**src/rtl/fetch_issue_pkg.sv**
```systemverilog
// Shared fetch definitions: FSM encodings, instruction size, NOP and a log2 helper.
// No logic of its own: no latency and no backpressure.
package fetch_issue_pkg;

    localparam logic [1:0] ST_BOOT = 2'd0;
    localparam logic [1:0] ST_RUN  = 2'd1;
    localparam logic [1:0] ST_WAIT = 2'd2;

    localparam int          INSTR_BYTES = 4;
    localparam logic [31:0] NOP         = 32'h0000_0013;

    function automatic int log2_f(input int value);
        int r;
        r = 0;
        for (int i = 0; i < 16; i++) begin
            if ((1 << i) < value) r = i + 1;
        end
        return r;
    endfunction

endpackage

```
**src/rtl/fetch_next_pc.sv**
```systemverilog
// Next-PC priority mux: trap > pending trap > jump > pending jump, plus PC+4.
// Purely combinational; no backpressure.
module fetch_next_pc
    import fetch_issue_pkg::*;
#(
    parameter int ADDRESS_BITS = 32
) (
    input  logic [ADDRESS_BITS-1:0] pc,
    input  logic                    trap,
    input  logic [ADDRESS_BITS-1:0] trap_target,
    input  logic                    jump,
    input  logic [ADDRESS_BITS-1:0] jump_target,
    input  logic                    pend_vld,
    input  logic                    pend_trap,
    input  logic [ADDRESS_BITS-1:0] pend_target,
    output logic                    redirect,
    output logic                    redirect_trap,
    output logic [ADDRESS_BITS-1:0] redirect_target,
    output logic [ADDRESS_BITS-1:0] pc_inc
);

    localparam logic [ADDRESS_BITS-1:0] WORD_MASK = ~(ADDRESS_BITS'(INSTR_BYTES - 1));

    assign pc_inc = pc + ADDRESS_BITS'(INSTR_BYTES);

    // A pending trap must not be displaced by a jump that arrives after it.
    always_comb begin
        redirect        = 1'b0;
        redirect_trap   = 1'b0;
        redirect_target = pend_target;
        if (trap) begin
            redirect        = 1'b1;
            redirect_trap   = 1'b1;
            redirect_target = trap_target & WORD_MASK;
        end else if (pend_vld && pend_trap) begin
            redirect        = 1'b1;
            redirect_trap   = 1'b1;
        end else if (jump) begin
            redirect        = 1'b1;
            redirect_target = jump_target & WORD_MASK;
        end else if (pend_vld) begin
            redirect        = 1'b1;
        end
    end

endmodule

```
**src/rtl/fetch_issue.sv**
```systemverilog
// Owns the PC and issues instruction-memory reads; issue_PC/issue_valid one cycle after acceptance.
// Back-pressure: stall holds the PC; a request refused by memory is held unchanged until accepted.
module fetch_issue
    import fetch_issue_pkg::*;
#(
    parameter int                       DATA_WIDTH   = 32,
    parameter int                       ADDRESS_BITS = 32,
    parameter logic [ADDRESS_BITS-1:0]  RESET_PC     = '0
) (
    input  logic                    clock,
    input  logic                    reset,
    input  logic                    start,
    input  logic [ADDRESS_BITS-1:0] program_address,
    input  logic                    trap,
    input  logic [ADDRESS_BITS-1:0] trap_target,
    input  logic                    jump,
    input  logic [ADDRESS_BITS-1:0] jump_target,
    input  logic                    stall,
    input  logic                    i_mem_ready,
    output logic                    i_mem_read,
    output logic [ADDRESS_BITS-1:0] i_mem_read_address,
    output logic [ADDRESS_BITS-1:0] issue_PC,
    output logic                    issue_valid,
    output logic                    flush_out
);

    localparam int OFFSET_BITS = log2_f(DATA_WIDTH / 8);
    localparam logic [ADDRESS_BITS-1:0] ADDR_MASK = ~(ADDRESS_BITS'((1 << OFFSET_BITS) - 1));

    logic [1:0]              state;
    logic [ADDRESS_BITS-1:0] pc;
    logic [ADDRESS_BITS-1:0] issue_pc_q;
    logic                    issue_valid_q;
    logic                    pend_vld;
    logic                    pend_trap;
    logic [ADDRESS_BITS-1:0] pend_target;

    logic                    redirect;
    logic                    redirect_trap;
    logic [ADDRESS_BITS-1:0] redirect_target;
    logic [ADDRESS_BITS-1:0] pc_inc;

    fetch_next_pc #(.ADDRESS_BITS(ADDRESS_BITS)) u_next_pc (
        .pc              (pc),
        .trap            (trap),
        .trap_target     (trap_target),
        .jump            (jump),
        .jump_target     (jump_target),
        .pend_vld        (pend_vld),
        .pend_trap       (pend_trap),
        .pend_target     (pend_target),
        .redirect        (redirect),
        .redirect_trap   (redirect_trap),
        .redirect_target (redirect_target),
        .pc_inc          (pc_inc)
    );

    always_comb begin
        i_mem_read = 1'b0;
        case (state)
            ST_RUN:  i_mem_read = !trap && !jump && !stall;
            ST_WAIT: i_mem_read = 1'b1;
            default: i_mem_read = 1'b0;
        endcase
    end

    assign i_mem_read_address = pc & ADDR_MASK;
    assign issue_PC           = issue_pc_q;
    assign issue_valid        = issue_valid_q;
    assign flush_out          = ~issue_valid_q;

    always_ff @(posedge clock or negedge reset) begin
        if (!reset) begin
            state         <= ST_BOOT;
            pc            <= RESET_PC;
            issue_pc_q    <= RESET_PC;
            issue_valid_q <= 1'b0;
            pend_vld      <= 1'b0;
            pend_trap     <= 1'b0;
            pend_target   <= '0;
        end else begin
            case (state)
                ST_BOOT: begin
                    if (start) begin
                        pc    <= program_address;
                        state <= ST_RUN;
                    end
                end
                ST_RUN: begin
                    if (trap || jump) begin
                        pc            <= redirect_target;
                        issue_valid_q <= 1'b0;
                    end else if (!stall) begin
                        if (i_mem_ready) begin
                            issue_pc_q    <= pc;
                            issue_valid_q <= 1'b1;
                            pc            <= pc_inc;
                        end else begin
                            issue_valid_q <= 1'b0;
                            state         <= ST_WAIT;
                        end
                    end
                end
                ST_WAIT: begin
                    if (i_mem_ready) begin
                        // Data for the held address is dropped when a redirect is outstanding.
                        if (redirect) begin
                            pc            <= redirect_target;
                            issue_valid_q <= 1'b0;
                            pend_vld      <= 1'b0;
                            pend_trap     <= 1'b0;
                        end else begin
                            issue_pc_q    <= pc;
                            issue_valid_q <= 1'b1;
                            pc            <= pc_inc;
                        end
                        state <= ST_RUN;
                    end else if (trap || jump) begin
                        pend_vld    <= 1'b1;
                        pend_trap   <= redirect_trap;
                        pend_target <= redirect_target;
                    end
                end
                default: state <= ST_BOOT;
            endcase
        end
    end

endmodule
```
**config.mk**
```make
export PLATFORM = sky130hd
export DESIGN_NAME = fetch_issue
export DESIGN_NICKNAME = d
export VERILOG_FILES = /design/src/rtl/fetch_issue_pkg.sv /design/src/rtl/fetch_next_pc.sv /design/src/rtl/fetch_issue.sv
export SDC_FILE = /design/constraint.sdc
export NUM_CORES = 1
export LEC_CHECK = 0
export ABC_AREA = 1
export BUFFER_PORTS_ARGS = -buffer_cell sky130_fd_sc_hd__clkbuf_2
export CAP_MARGIN = 25
export CORE_MARGIN = 3
export CORE_UTILIZATION = 34
export DETAILED_ROUTE_END_ITERATION = 8
export GPL_TIMING_DRIVEN = 0
export HOLD_SLACK_MARGIN = 0.05
export SETUP_SLACK_MARGIN = 0.4
export SLEW_MARGIN = 25
export SYNTH_ARGS = -nofsm -noshare
export SYNTH_HDL_FRONTEND = slang
export SYNTH_SLANG_ARGS = --single-unit
```
**constraint.sdc**
```tcl
create_clock -name clock -period 2 [get_ports clock]
set_input_delay 0.4 -clock clock [delete_from_list [all_inputs] [get_ports clock]]
set_output_delay 0.4 -clock clock [all_outputs]
set_load 0.02 [all_outputs]
```
# --- Yosys cells after proc, flatten, opt, wreduce, memory -nomap -nowiden ---
# Cells that the tools add are included.
totals:
  output_inout_bits: 67
  elab_cells: 79
  inputBits: 103
  ff_bits: 101
classes:
  n_bitwise: 2
  n_reduce_logical: 17
  n_addsub: 1
  eq_ne: 12
  n_mux: 40
op_table:
  columns: ["cell", "count"]
  rows:
  - ["$mux W32", 14]
  - ["$pmux W32 S3", 1]
  - ["$pmux W32 S2", 1]
  - ["$add A32 B3 Y32 const B", 1]
  - ["$mux W1", 16]
  - ["$ne A2 B2 Y1 const B", 7]
  - ["$mux W2", 5]
  - ["$reduce_and A5 Y1", 2]
  - ["$reduce_and A3 Y1", 3]
  - ["$ne A3 B3 Y1 const B", 2]
  - ["$pmux W2 S3", 1]
  - ["$reduce_and A6 Y1", 1]
  - ["$pmux W1 S2", 2]
  - ["$reduce_bool A2 Y1", 2]
  - ["$logic_and A1 B1 Y1", 3]
  - ["$logic_not A1 Y1", 3]
  - ["$reduce_bool A3 Y1", 1]
  - ["$eq A2 B1 Y1 const B", 1]
  - ["$eq A2 B2 Y1 const B", 1]
  - ["$logic_not A2 Y1", 1]
  - ["$ne A2 B1 Y1 const B", 1]
  - ["$not A1 Y1", 2]
  - ["$logic_or A1 B1 Y1", 1]

# --- Logic depth before layout (Yosys ltp) ---
depth:
  depth_word: 7
  depth_mapped: 12
  ltp_nobuf: 11

# --- Modules after synthesis ---
# Synthesis repeated with hierarchy kept, for this count alone.
unflattened:
  cells_unflattened: 1169
  area_unflattened_um2: 7467.2
by_module_without_submodules:
  columns: ["mod", "instances", "area_per_inst_um2", "cells_per_inst", "seq_area_each_um2"]
  rows:
  - ["fetch_issue", 1, 5992.0, 854, 2527.4]
  - ["fetch_next_pc", 1, 1475.2, 315, 0.0]

# --- Worst setup path after synthesis ---
# No wires, ideal clock.
synth_timing:
  path_type: "reg2out"
  startpoint: "register state[0]"
  endpoint: "output port i_mem_read"
  required_ns: 1.600
  n_path_buf: 2
  arrival_time_ns: 1.579
  path_stages_with_launch: 7
  path_slack_ns: 0.021
  path_cell_list: "dfrtp_1 > inv_1 > ha_1 > clkbuf_1 > inv_1 > clkbuf_1 > a21oi_1"
synth_between:
  elab_chain_len: 2
  word_cells_on_any_way: 3
  classes_between: "eq/ne (2); mux (1)"
synth_lines:
  columns: ["item", "line", "text"]
  rows:
  - ["start, declared", "fetch_issue.sv:30", "logic [1:0] state;"]
  - ["start signal, assigned", "fetch_issue.sv:74", "state <= ST_BOOT;"]
  - ["start signal, assigned", "fetch_issue.sv:86", "state <= ST_RUN;"]
  - ["start signal, assigned", "fetch_issue.sv:100", "state <= ST_WAIT;"]
  - ["$eq A2 B2 Y1 / $eq A2 B1 Y1 (equally long branches)", "fetch_issue.sv:60", "case (state)"]
  - ["$pmux W1 S2 (*)", "fetch_issue.sv:60", null]
  - ["end, declared", "fetch_issue.sv:20", "output logic i_mem_read,"]
# Mark *: on every way between the ends. The rest lies on a longest branch, timed or not.

# --- Worst setup path after layout ---
layout_timing:
  startpoint: "register state[1]"
  endpoint: "output port i_mem_read"
# Same word-level chain as after synthesis.

==> flow_summary_export.csv <==
group,metric,value,unit
run_status,status,"completed",
synth,ys_ff_latch,101,
routing,vias,6998,
global_route,grt_pass1_wl,35.35,mm
routing,final_antenna_net_count,0,
clock_tree,clock_latency,360,ps
routing,drc,0,
synth,ys_top_cells_by_area,"dfrtp_1 39%, nand2_1 17%, nand3_1 8.8%",
global_route,antenna_found_initial,0,
critical_path,crit_start,"state[1]$_DFFE_PN0P_",
clock_tree,cts_root_buffer,"clkbuf_16",
synth,synthArstFlopShare,100.0,%
global_route,grt_max_degree,67,
routing,vias_per_cell,4.956,
clock_tree,cts_tree,"yes",
clock_tree,cts_sinks,101,
global_route,grtUsageTotal,22.02,%
final_layout,n_fill_cell,1968,
die,rows,50,
critical_path,worstReg2RegStart,"state[1]$_DFFE_PN0P_",
place,gp_congestion,0.9439,
critical_path,cp-end-kind,"primary output",
synth,syn_area,6536,µm²
timing,slew-limit-headroom,58.25,%
routing,routedWlPerCell,16.80,µm
synth,yosys.cell_types.count,37,
synth,synth_common_cells,"304 x nand2_1, 118 x nor2_1, 115 x nand3_1, 101 x dfrtp_1, 72 x o21ai_0",
critical_path,slowest_delay,360,ps
timing,min_period,1936,ps
clock_tree,clock_path_buffers,2,
timing,tns,0,ps
synth,synth.most_common_cell,"nand2_1",
critical_path,start_kind,"flop",
clock_tree,clk_pin_slew_worst_paths,70,ps
critical_path,cp_max_fo,2,
synth,avgSynthCellArea,6.787,µm²
timing,fmax,516.6,MHz
die,die_h,144.7,µm
clock_tree,cts_made_buffers,9,
die,start_util,34.83,%
routing,wirelength,23.72,mm
final_layout,multi_input_area,3605,µm²
critical_path,critPathMostFrequentCell,"buf_8",
power_and_ir_drop,peakVddDrop,0.5638,mV
power_and_ir_drop,power_density,1616,nW/µm²
hold_path,min-delay-start,"program_address[7]",
timing,finalMaxSlewViolations,0,
critical_path,cpMaxStageDelayCell,"dfrtp_1",
critical_path,required,1600,ps
flow_run,cap_violations,0,
synth,syn_inst,963,
timing,fin_crit_sh,96.79,%
final_layout,n_antenna_cell,0,
timing,tightest_slew,626.3,ps
critical_path,path_cells,"inv_2 -> ha_4 -> buf_8 -> inv_4 -> buf_8 -> a21oi_4 -> buf_8",
global_route,grt_overflow,0,
routing,firstDrtPassIters,5,
timing,rsz0062_at_grt,"yes",
critical_path,arrival,1540,ps
final_layout,drive_gt1_share,33.28,%
synth,synth_edf_count,0,
die,dieArea,20920,µm²
power_and_ir_drop,total_leakage_power,4.461,nW
synth,seq_area_frac_synth,38.67,%
die,ios,170,
final_layout,num-nets-final,1282,
timing,setup_viol,0,
place,io_buffers,162,
critical_path,criticalPathCategory,"reg -> out",
timing,hold_viol,0,
die,core-area,18770,µm²
final_layout,syn_to_final_growth,36.83,%
hold_path,holdCritPathClass,"in -> reg",
global_route,grt_pass1_vias,6368,
routing,drtIter0Drc,516,
clock_tree,htreeDepth,3,
synth,synth-main-ff-cell,"dfrtp_1",
synth,ys_warn_count,0,
power_and_ir_drop,power,0.01445,W
place,hpwl,17.69,mm
synth,synth_top_cell_by_area,"dfrtp_1",
die,fp.dieW,144.7,µm
timing,fin_skew,7.869,ps
final_layout,regArea,2535,µm²
synth,synth.top_cell.area_share,38.67,%
-- routing by layer --
metal	vias up	global-route usage, %	wire length [µm]
met4	0	4.958	353
met3	25	3.286	1651
met1	3196	32.58	11050
met5	-	0	0
met2	285	34.19	10660
li1	3492	-	-
-- layout by cell type (no fill, tap or decap), types with 24 or more instances in the layout --
cell type	Yosys	layout
nand2_2	4	24
nor2_1	118	103
buf_4	36	54
inv_1	62	57
dfrtp_1	101	95
o21ai_1	41	52
nand2_1	304	274
o21ai_0	72	45
clkbuf_2	0	163
nand3_1	115	112
-- power by group --
group | internal, W | total, W | switching, W
combinational | 0.00360 | 0.00881 | 0.00521
sequential | 0.00298 | 0.00390 | 0.000916
clock | 0.000941 | 0.00175 | 0.000808
total | 0.00752 | 0.0145 | 0.00694
-- through the flow --
step	utilization [%]	setup WS (ps)	hold slack [ps]	instances	instance area, µm²
floorplan	-	327.1	104.4	964	6603
global placement	41.06	-992.5	455.3	1360	7706
detailed placement	41.25	-77.62	333.6	1361	7742
CTS	44.97	13.42	347.2	1399	8439
global route	47.65	3.627	362.3	1412	8944
finish	47.65	64.20	334.8	1412	8944
-- kinds of logic (layout without fill, tap and decap cells) --
family          count (synthesis)  count (layout)  share of synthesized area [%]
other cells                     1               2                        0.05737
fa+ha+maj                       5               5                         0.9571
compound gates                147             147                          12.65
buf+inv                       149             363                          11.81
xor+xnor                        4               4                         0.5359
simple gates                  555             555                          35.15
flops                         101             101                          38.67
mux                             1               1                         0.1723
-- cell type report --
class	count	share of cell area (%)
Buffer	79	7.401
Clock buffer	14	3.064
Clock inverter	1	0.05596
Inverter	70	3.134
Multi-Input combinational cell	714	40.31
Sequential cell	101	28.34
Tap cell	234	3.274
Timing Repair Buffer	199	14.42
-- worst paths after layout --
path	end	slack [ps]	depth (start not counted)
worst max-delay path	i_mem_read	60	7
worst min-delay path	pc[7]$_DFFE_PN0P_	330	3
worst max register to register	issue_PC[17]$_DFFE_PN0P_	100	11
worst min register to register	issue_PC[22]$_DFFE_PN0P_	490	2
max in group asynchronous	state[1]$_DFFE_PN0P_	830	3
min in group asynchronous	issue_PC[6]$_DFFE_PN0P_	520	2
-- critical path, delay by kind of cell (launching register included) --
| kind | cells | cell delay, ps |
|---|---|---|
| buf+inv | 5 | 430 |
| flops | 1 | 360 |
| fa+ha+maj | 1 | 270 |
| compound gates | 1 | 120 |
-- sequential cells by signal (all words and copies together), names as in the netlist --
name and count:
pend_vld 1, pend_target 32, pc 32, state 2, issue_PC 32, pend_trap 1, issue_valid 1
-- timing repair --
action | CTS | global route
hold buffers | 1 | 0
buffers inserted | 17 | 10
resized for setup | 57 | 144
pin swaps | 4 | 14
cloned | 5 | 3
endpoints found under the hold margin | 35 | 0
endpoints found under the setup margin | 99 | 107
Note: power is estimated with default switching activity, not from simulation.
